## config.mk

```make
export PLATFORM = sky130hd
export DESIGN_NAME = dwt53_update_stage
export DESIGN_NICKNAME = d
export VERILOG_FILES = /design/src/rtl/dwt_pkg.sv /design/src/rtl/dwt_pipe_reg.sv /design/src/rtl/dwt53_update_stage.sv
export SDC_FILE = /design/constraint.sdc
export NUM_CORES = 1
export LEC_CHECK = 0
export BUFFER_PORTS_ARGS = -buffer_cell sky130_fd_sc_hd__buf_4
export CAP_MARGIN = 20
export CORE_AREA = 2 2 105 82
export DETAILED_ROUTE_END_ITERATION = 7
export DIE_AREA = 0 0 107 84
export PLACE_DENSITY = 0.55
export SLEW_MARGIN = 5
export SYNTH_ARGS = -nofsm -noshare
export SYNTH_HDL_FRONTEND = slang
export SYNTH_SLANG_ARGS = --single-unit
export TNS_END_PERCENT = 10
```

## constraint.sdc

```tcl
create_clock -name clk -period 5.95 [get_ports clk]
set_clock_uncertainty 0.15 [all_clocks]
set_input_delay 0.8925 -clock clk [delete_from_list [all_inputs] [get_ports clk]]
set_output_delay 0.8925 -clock clk [all_outputs]
set_load 0.01 [all_outputs]
```

## src/rtl/dwt_pkg.sv

```systemverilog
// -----------------------------------------------------------------------------
// dwt_pkg
// Shared constants, types and helpers for the LeGall 5/3 lifting datapath.
//   ROUND_OFS / UPD_SHIFT : rounding offset and shift of the update step
//   UPD_MAX_DATA_W        : widest even-sample width the P1 record can hold
//   upd_p1_t              : P1 record {sum, even, first}. Fields are sized for
//                           UPD_MAX_DATA_W and hold sign-extended values.
//   sat_signed()          : clamps a signed value to a given two's-complement
//                           width.
// -----------------------------------------------------------------------------
package dwt_pkg;

  localparam int ROUND_OFS      = 2;
  localparam int UPD_SHIFT      = 2;

  // Instances must use DATA_W <= UPD_MAX_DATA_W.
  localparam int UPD_MAX_DATA_W = 16;
  localparam int UPD_SUM_MAX_W  = UPD_MAX_DATA_W + 3;

  typedef struct packed {
    logic signed [UPD_SUM_MAX_W-1:0]  sum;
    logic signed [UPD_MAX_DATA_W-1:0] even;
    logic                             first;
  } upd_p1_t;

  // Clamp value into [-2^(width-1), 2^(width-1)-1]. width must be in 1..31.
  function automatic logic signed [31:0] sat_signed(input logic signed [31:0] value,
                                                    input int                 width);
    logic signed [31:0] hi;
    logic signed [31:0] lo;
    hi = (32'sd1 <<< (width - 1)) - 32'sd1;
    lo = -(32'sd1 <<< (width - 1));
    if (value > hi) begin
      return hi;
    end else if (value < lo) begin
      return lo;
    end
    return value;
  endfunction

endpackage

```

## src/rtl/dwt_pipe_reg.sv

```systemverilog
// -----------------------------------------------------------------------------
// dwt_pipe_reg
// One valid/ready register slice. The slice loads whenever it is empty or its
// content leaves in the same cycle. No bubble and no skid buffer.
// Ports:
//   clk, rst            clock, synchronous active-high reset
//   in_valid / in_ready upstream handshake (in_ready depends combinationally
//                       on out_ready)
//   in_data             payload captured on in_valid && in_ready
//   out_valid/out_ready downstream handshake
//   out_data            registered payload. Held while out_valid && !out_ready.
// -----------------------------------------------------------------------------
module dwt_pipe_reg #(
  parameter int W = 8
) (
  input  logic         clk,
  input  logic         rst,
  input  logic         in_valid,
  output logic         in_ready,
  input  logic [W-1:0] in_data,
  output logic         out_valid,
  input  logic         out_ready,
  output logic [W-1:0] out_data
);

  assign in_ready = !out_valid || out_ready;

  // NOTE: sequential state uses non-blocking assignments so every register
  // samples pre-edge values, whatever the order the simulator evaluates blocks.
  always_ff @(posedge clk) begin
    if (rst) begin
      out_valid <= 1'b0;
      // NOTE: the payload is reset as well as the valid bit. Downstream reads
      // m_coarse/m_first as defined zeros after reset, not just "don't care".
      out_data  <= '0;
    end else if (in_ready) begin
      out_valid <= in_valid;
      if (in_valid) begin
        out_data <= in_data;
      end
    end
  end

endmodule

```

## src/rtl/dwt53_update_stage.sv

```systemverilog
// -----------------------------------------------------------------------------
// dwt53_update_stage
// LeGall 5/3 lifting update step:
//   s[n] = x[2n] + ((d[n-1] + d[n] + 2) >>> 2)
// The stage has two register slices, P1 and P2. Latency is 2 clk and the
// throughput is one pair per clk. The line start uses symmetric extension
// (d[-1] = d[0]).
//
// Build option: define DWT_UPDATE_SAT_EN to clamp the result to OUT_W bits and
// to expose sat_flag. Without it, the result wraps to OUT_W bits.
//
// Ports:
//   clk, rst      clock, synchronous active-high reset
//   s_valid/ready input pair handshake. s_ready is 0 during reset.
//   s_even        signed even sample x[2n]           (DATA_W)
//   s_detail      signed detail coefficient d[n]     (DATA_W+1)
//   s_first       pair is the first of a line
//   m_valid/ready output handshake
//   m_coarse      signed coarse coefficient s[n]     (OUT_W)
//   m_first       s_first carried along with its result
//   coarse_cnt    output transfers, wrapping         (CNT_W)
//   err_no_first  sticky: a pair arrived with no earlier detail to pair with
//   sat_flag      (DWT_UPDATE_SAT_EN only) result was clamped
// -----------------------------------------------------------------------------
module dwt53_update_stage
  import dwt_pkg::*;
#(
  parameter int DATA_W = 8,
  parameter int OUT_W  = DATA_W + 1,
  parameter int CNT_W  = 16
) (
  input  logic                     clk,
  input  logic                     rst,
  input  logic                     s_valid,
  output logic                     s_ready,
  input  logic signed [DATA_W-1:0] s_even,
  input  logic signed [DATA_W:0]   s_detail,
  input  logic                     s_first,
  output logic                     m_valid,
  input  logic                     m_ready,
  output logic signed [OUT_W-1:0]  m_coarse,
  output logic                     m_first,
  output logic [CNT_W-1:0]         coarse_cnt,
  output logic                     err_no_first
`ifdef DWT_UPDATE_SAT_EN
  ,
  output logic                     sat_flag
`endif
);

  localparam int SUM_W = DATA_W + 3;
  localparam int P1_W  = 1 + DATA_W + SUM_W;
`ifdef DWT_UPDATE_SAT_EN
  localparam int P2_W  = OUT_W + 2;
`else
  localparam int P2_W  = OUT_W + 1;
`endif
  localparam logic signed [SUM_W-1:0] ROUND = SUM_W'(ROUND_OFS);

  // Handshake between the slices
  logic p1_in_ready;
  logic p1_valid;
  logic p2_in_ready;

  // Line context
  logic signed [DATA_W:0] d_prev;
  logic                   have_prev;
  logic                   in_xfer;
  logic                   treat_first;
  logic signed [DATA_W:0] dl;
  logic signed [SUM_W-1:0] sum;

  // Slice payloads
  logic [P1_W-1:0] p1_in_vec;
  logic [P1_W-1:0] p1_out_vec;
  upd_p1_t         p1_q;
  logic signed [UPD_SUM_MAX_W-1:0] full_w;
  logic signed [OUT_W-1:0]         coarse;
  logic [P2_W-1:0] p2_in_vec;
  logic [P2_W-1:0] p2_out_vec;

  // ---------------------------------------------------------------------------
  // Input side
  // ---------------------------------------------------------------------------
  assign s_ready = p1_in_ready && !rst;
  assign in_xfer = s_valid && s_ready;

  // A pair with no earlier detail in the line pairs with itself, the same way
  // as an explicit line start.
  assign treat_first = s_first || !have_prev;
  assign dl          = treat_first ? s_detail : d_prev;
  assign sum         = SUM_W'(dl) + SUM_W'(s_detail) + ROUND;

  assign p1_in_vec = {s_first, s_even, sum};

  always_ff @(posedge clk) begin
    if (rst) begin
      d_prev       <= '0;
      have_prev    <= 1'b0;
      err_no_first <= 1'b0;
    end else if (in_xfer) begin
      d_prev    <= s_detail;
      have_prev <= 1'b1;
      if (!s_first && !have_prev) begin
        err_no_first <= 1'b1;
      end
    end
  end

  // ---------------------------------------------------------------------------
  // P1: holds {first, even, sum} at their exact widths
  // ---------------------------------------------------------------------------
  dwt_pipe_reg #(
    .W (P1_W)
  ) u_p1 (
    .clk       (clk),
    .rst       (rst),
    .in_valid  (s_valid),
    .in_ready  (p1_in_ready),
    .in_data   (p1_in_vec),
    .out_valid (p1_valid),
    .out_ready (p2_in_ready),
    .out_data  (p1_out_vec)
  );

  // Widen the P1 slice into the shared record. The fields are sign-extended,
  // so the arithmetic below can use whole fields.
  // NOTE: every always_comb output gets a value before any conditional logic,
  // so no path can leave it unassigned and infer a latch.
  always_comb begin
    p1_q       = '0;
    p1_q.sum   = UPD_SUM_MAX_W'(signed'(p1_out_vec[SUM_W-1:0]));
    p1_q.even  = UPD_MAX_DATA_W'(signed'(p1_out_vec[SUM_W +: DATA_W]));
    p1_q.first = p1_out_vec[P1_W-1];
  end

  // The value fits in DATA_W+2 bits. The wider container only keeps the
  // clamp comparison simple.
  assign full_w = UPD_SUM_MAX_W'(p1_q.even) + (p1_q.sum >>> UPD_SHIFT);

  // ---------------------------------------------------------------------------
  // Reduce to OUT_W
  // ---------------------------------------------------------------------------
`ifdef DWT_UPDATE_SAT_EN
  logic signed [31:0] sat_w;
  logic               sat_hit;
  logic               unused_sat_msbs;

  assign sat_w           = sat_signed(32'(full_w), OUT_W);
  assign sat_hit         = (sat_w != 32'(full_w));
  assign coarse          = sat_w[OUT_W-1:0];
  assign unused_sat_msbs = ^sat_w[31:OUT_W];
  assign p2_in_vec       = {sat_hit, p1_q.first, coarse};
`else
  logic unused_full_msbs;

  assign coarse           = full_w[OUT_W-1:0];
  assign unused_full_msbs = ^full_w[UPD_SUM_MAX_W-1:OUT_W];
  assign p2_in_vec        = {p1_q.first, coarse};
`endif

  // ---------------------------------------------------------------------------
  // P2: registered output
  // ---------------------------------------------------------------------------
  dwt_pipe_reg #(
    .W (P2_W)
  ) u_p2 (
    .clk       (clk),
    .rst       (rst),
    .in_valid  (p1_valid),
    .in_ready  (p2_in_ready),
    .in_data   (p2_in_vec),
    .out_valid (m_valid),
    .out_ready (m_ready),
    .out_data  (p2_out_vec)
  );

  assign m_coarse = p2_out_vec[OUT_W-1:0];
  assign m_first  = p2_out_vec[OUT_W];
`ifdef DWT_UPDATE_SAT_EN
  assign sat_flag = p2_out_vec[OUT_W+1];
`endif

  // ---------------------------------------------------------------------------
  // Output transfer counter
  // ---------------------------------------------------------------------------
  always_ff @(posedge clk) begin
    if (rst) begin
      coarse_cnt <= '0;
    end else if (m_valid && m_ready) begin
      coarse_cnt <= coarse_cnt + CNT_W'(1);
    end
  end

endmodule
```

Word level (Yosys, flattened, before mapping)
Cells that the tools add are included.
Word-level totals
  register bits after elaboration: 59
  output and inout port bits: 29
Cells by class
  $add $sub $neg: 4
  mux-type cells: 1
  reduce and logical (&&, ||, !) cells: 15
Operators by type and width (count)
  16-bit by 1-bit adder with 16-bit output, second input constant: 1
  10-bit by 3-bit adder with 11-bit output, second input constant: 1
  9-bit by 9-bit adder with 10-bit output: 1
  8-bit by 9-bit adder with 9-bit output: 1
  9-bit 2-to-1 mux: 1
  2-bit AND reduction: 3
  1-bit zero test: 5
  1-bit logical AND: 4
  1-bit logical OR: 3

Logic depth before layout (Yosys ltp)
  depth in word-level cells: 6
  mapped depth: 11
  gate-level depth less buffers: 10

Cells and area by module
Synthesis repeated with hierarchy kept, for this count alone.
Second synthesis, totals
  cell total of the unflattened synthesis: 387
  area total of the unflattened synthesis: 3590.9 um^2
By module, submodules not included
  dwt53_update_stage: times used 1, cells each 242, area an instance 2100.8 um^2
  dwt_pipe_reg (u_p1): times used 1, cells each 96, area an instance 985.9 um^2
  dwt_pipe_reg (u_p2): times used 1, cells each 49, area an instance 504.2 um^2

Worst setup path after synthesis
OpenSTA, ideal clock, no wires.
  path type: input to register
  start point: in s_first
  end point: reg u_p1.out_data[9]
  setup time: 0.086 ns
  data arrival time: 3.250 ns
  slack: 2.465 ns
  stages: 10
  cells stage by stage: nand2b_1 clkbuf_1 mux2_2 ha_1 fa_1 a211oi_1 o21ai_0 a31oi_1 xnor2_1 a211oi_1
Between the ends
  cells in the longest elaborated chain, start to end: 4
RTL lines
  start, declared: RTL line dwt53_update_stage.sv:38  | input logic s_first,
  1-bit logical OR: RTL line dwt53_update_stage.sv:90  | assign treat_first = s_first || !have_prev;
  9-bit 2-to-1 mux: RTL line dwt53_update_stage.sv:91  | assign dl = treat_first ? s_detail : d_prev;
  9-bit by 9-bit adder with 10-bit output: RTL line dwt53_update_stage.sv:92  | assign sum = SUM_W'(dl) + SUM_W'(s_detail) + ROUND;
  10-bit by 3-bit adder with 11-bit output: RTL line dwt53_update_stage.sv:92
  end signal, assigned: RTL line dwt_pipe_reg.sv:39  | out_data <= in_data;
  end, declared: RTL line dwt_pipe_reg.sv:23  | output logic [W-1:0] out_data
Every way passes these cells.
A chain may end at the register's enable or synchronous reset.

Worst setup path after layout
Same ends and word-level chain as after synthesis.

==> run metrics <==
Clk Latency, worst-skew pair between 300 and 400 ps; port bufs 50; register area share after synthesis 0.367; worst setup margin 2550 ps; fmax 294 MHz; mux share of post-synthesis cell area 0.0382; drt pass-1 iters 4; net count reported at finish 464; CTS Buf Count 9; peak supply drop 0.155 mV; Compound-Gate Fraction of Synth Area 0.155; Pwr Total 0.00106 W; number of synthesized flops with an enable pin 0; area grow syn2layout 22.3%; PD cells 279 nW/um2; initial antenna violation count 0; Post-Synth Adder-Cell Area 0.113; Met1 Wirelength 3590 um; Synth Flop Type dfxtp_1; total gr overflow 0; Initial Utilization 0.384; # diodes 0; Synth Register Bits 57; wire per inst 13.2 um; Placer Congestion a little under 0.8; Synth top area share 0.367; CTS tree done; vias in the first global route 2428; Die Width 107 um; worst r2r src have_prev; clock buffer depth 2; Detail Route met3 WL ~280 um; Cell Rows 29; CP max FO 8; syn_nets approximately 420; CP required about 6000 ps; dominant cell type by area after synthesis dfxtp_1; IO Pins 51; Slew Limit Fails 0; pre-CTS WS 2210 ps; Ys Warns 0; WP data arrival 3500 ps; cell count after placement 512; vias per cell ~5; largest family of logic cells by synthesized area simple AND/OR/NAND/NOR gates; die span in y 84 um; Vias 2644; period utilization 0.571; Routed met2 length 3040 um; RSZ-0062 raised after global routing false; Critical Path Start Type input pin; Num Clock Sinks 57; Hold Path Cell Cnt 2; Max-Slew Margin vs Limit 0.554; Synth Instances 370; total routed wirelength 6960 um; All-Layer GR Usage 0.165; root buf cell clkbuf_8; Synth area leaders dfxtp_1 37%, ha_1 10%, nand2_1 7.1%; Simple-Gate Fraction of Synth Area 0.225; Setup crit start s_first; CTS H-Tree Depth 3; Pleak 1.62 nW; Synth async-reset ratio 0; xor and xnor area share after synthesis 0.0592; mean post-synth cell area 8.40 um2; post-DP HPWL 4840 um; CP Capture Point u_p1.out_data[9]; run status completed; post-cts repair resize count 0; DRC viols 0; cts hold-fix bufs 0; top routing layer used met4; minimum clock period after layout 3400 ps; fin cells approximately 530; Post-DRT Antenna Nets 0; Setup Viol. Count Final 0; Cell variety after synth 48; Initial DRC Count 75; Final Hold Viols 0; worst reg2reg setup slack 2930 ps; mapped cell area 3110 um2; core area 8090 um2; pin count of the biggest net entering global routing 64; Post-CTS Setup Bufs 0; die footprint around 9000 um2; share of layout cells above drive strength 1 0.200; Setup crit end kind flop; r2r endpoint u_p1.out_data[9]; worst reg2reg path depth 9; hold slack 304 ps; Reg clk slew, reported paths roughly 70 ps; Layout fillers between 800 and 900; Maximum Capacitance Violations 0; Slew @ Worst Pin 669 ps; Setup CP Type input pin to flop; global-route wire length before repair roughly 12000 um; Hold Path Class flop to flop; setup_tns 0 ps
[metal layers]
metal / vias up / track usage
li1: 1381 / -
met1: 1207 / 0.230
met2: 52 / 0.244
met3: 4 / 0.0546
met4: 0 / 0.0425
met5: - / 0
[cells in the final DEF (no fill, tap or decap), types with 2 or more instances in the layout]
cell type   n
or3_1       5
nand2_1    59
mux2i_1     4
inv_1      11
o21ai_0    17
xor2_1      7
o31ai_1     2
nor4b_1     3
and2_1      2
and3_2      2
buf_4      52
nand3_2     2
nor4_1      2
fa_1        2
nor3b_1     2
nor2_1     32
a211oi_1   10
o21bai_1    3
nor3_1     10
nand3_1     4
dfxtp_1    57
and4_1      2
ha_1       25
a21o_1      3
bufinv_16   3
clkbuf_8   11
a31oi_1     4
mux2_2      7
nand4_1     3
nand2b_1    5
a21oi_1    38
xnor2_1    14
[flip-flops by register name, summed over array words and instances (netlist names)]
| register | count |
|---|---|
| coarse_cnt | 16 |
| d_prev | 9 |
| err_no_first | 1 |
| have_prev | 1 |
| u_p1.out_data | 18 |
| u_p1.out_valid | 1 |
| u_p2.out_data | 10 |
| u_p2.out_valid | 1 |
[worst min-delay path by stage]
| stage | startpoint | end | slack [ps] |
|---|---|---|---|
| 2_1_floorplan | u_p1.out_data[19] | u_p2.out_data[9] | 280 |
| 3_3_place_gp | d_prev[8] | d_prev[8] | 290 |
| 3_5_place_dp | d_prev[3] | d_prev[3] | 300 |
| 4_1_cts | d_prev[3] | d_prev[3] | 310 |
| 5_1_grt | u_p2.out_data[6] | u_p2.out_data[6] | 320 |
| 6_report | d_prev[0] | d_prev[0] | 300 |
[Yosys cell counts, types with 2 or more instances]
library cell   n
nor2b_1        2
nand4_1        3
mux2_2         7
nand2b_1       5
and3_2         2
a211oi_1      10
xor2_1         7
and4_1         2
fa_1           2
o31ai_1        2
ha_1          25
clkbuf_1       7
inv_1         11
o21bai_1       3
buf_1          4
o21ai_0       17
nor4_1         2
nand2_1       59
nor2_1        32
nor4b_1        3
or3_1          5
a21o_1         3
buf_2          5
nor3_1        10
a21oi_1       38
and2_1         2
nand3_1        4
a31oi_1        4
xnor2_1       14
mux2i_1        4
nand3_2        2
nor3b_1        2
dfxtp_1       57
[power breakdown]
part / internal, W / switching (W) / total, W
combinational: 0.0000828 / 0.000102 / 0.000184
sequential: 0.000404 / 0.0000139 / 0.000417
clock: 0.000302 / 0.000158 / 0.000460
total: 0.000788 / 0.000273 / 0.00106
[cells by family after synthesis]
| family | Yosys count |
|---|---|
| AND/OR/NAND/NOR | 143 |
| flip-flops | 57 |
| AO/OA/AOI/OAI | 82 |
| multiplexers | 11 |
| buffers and inverters | 29 |
| adder cells (fa/ha/maj) | 27 |
| XOR/XNOR | 21 |
[through the flow]
stage	util	area [um2]
4_1_cts	0.470	3800
5_1_grt	0.470	3800
3_3_place_gp	0.439	3550
2_1_floorplan	-	3110
6_report	0.470	3800
3_5_place_dp	0.439	3550
[critical path: stages]
cell and delay (ps):
buf_4 100, nand2b_1 360, mux2_2 390, ha_1 320, fa_1 480, a211oi_1 290, o21ai_0 170, a31oi_1 210
xnor2_1 80, a211oi_1 210
[area by class of cell]
cell class,instances,area (um2),share of cell area
well taps,108,135,0.0355
flip-flops and latches,57,1140,0.300
clock inverters,4,98.8,0.0260
repair buffers,52,390,0.103
inverters,11,41.3,0.0109
multi-input cells,284,1840,0.484
clock buffers,12,155,0.0408
Power figures use the tool's default switching activity.
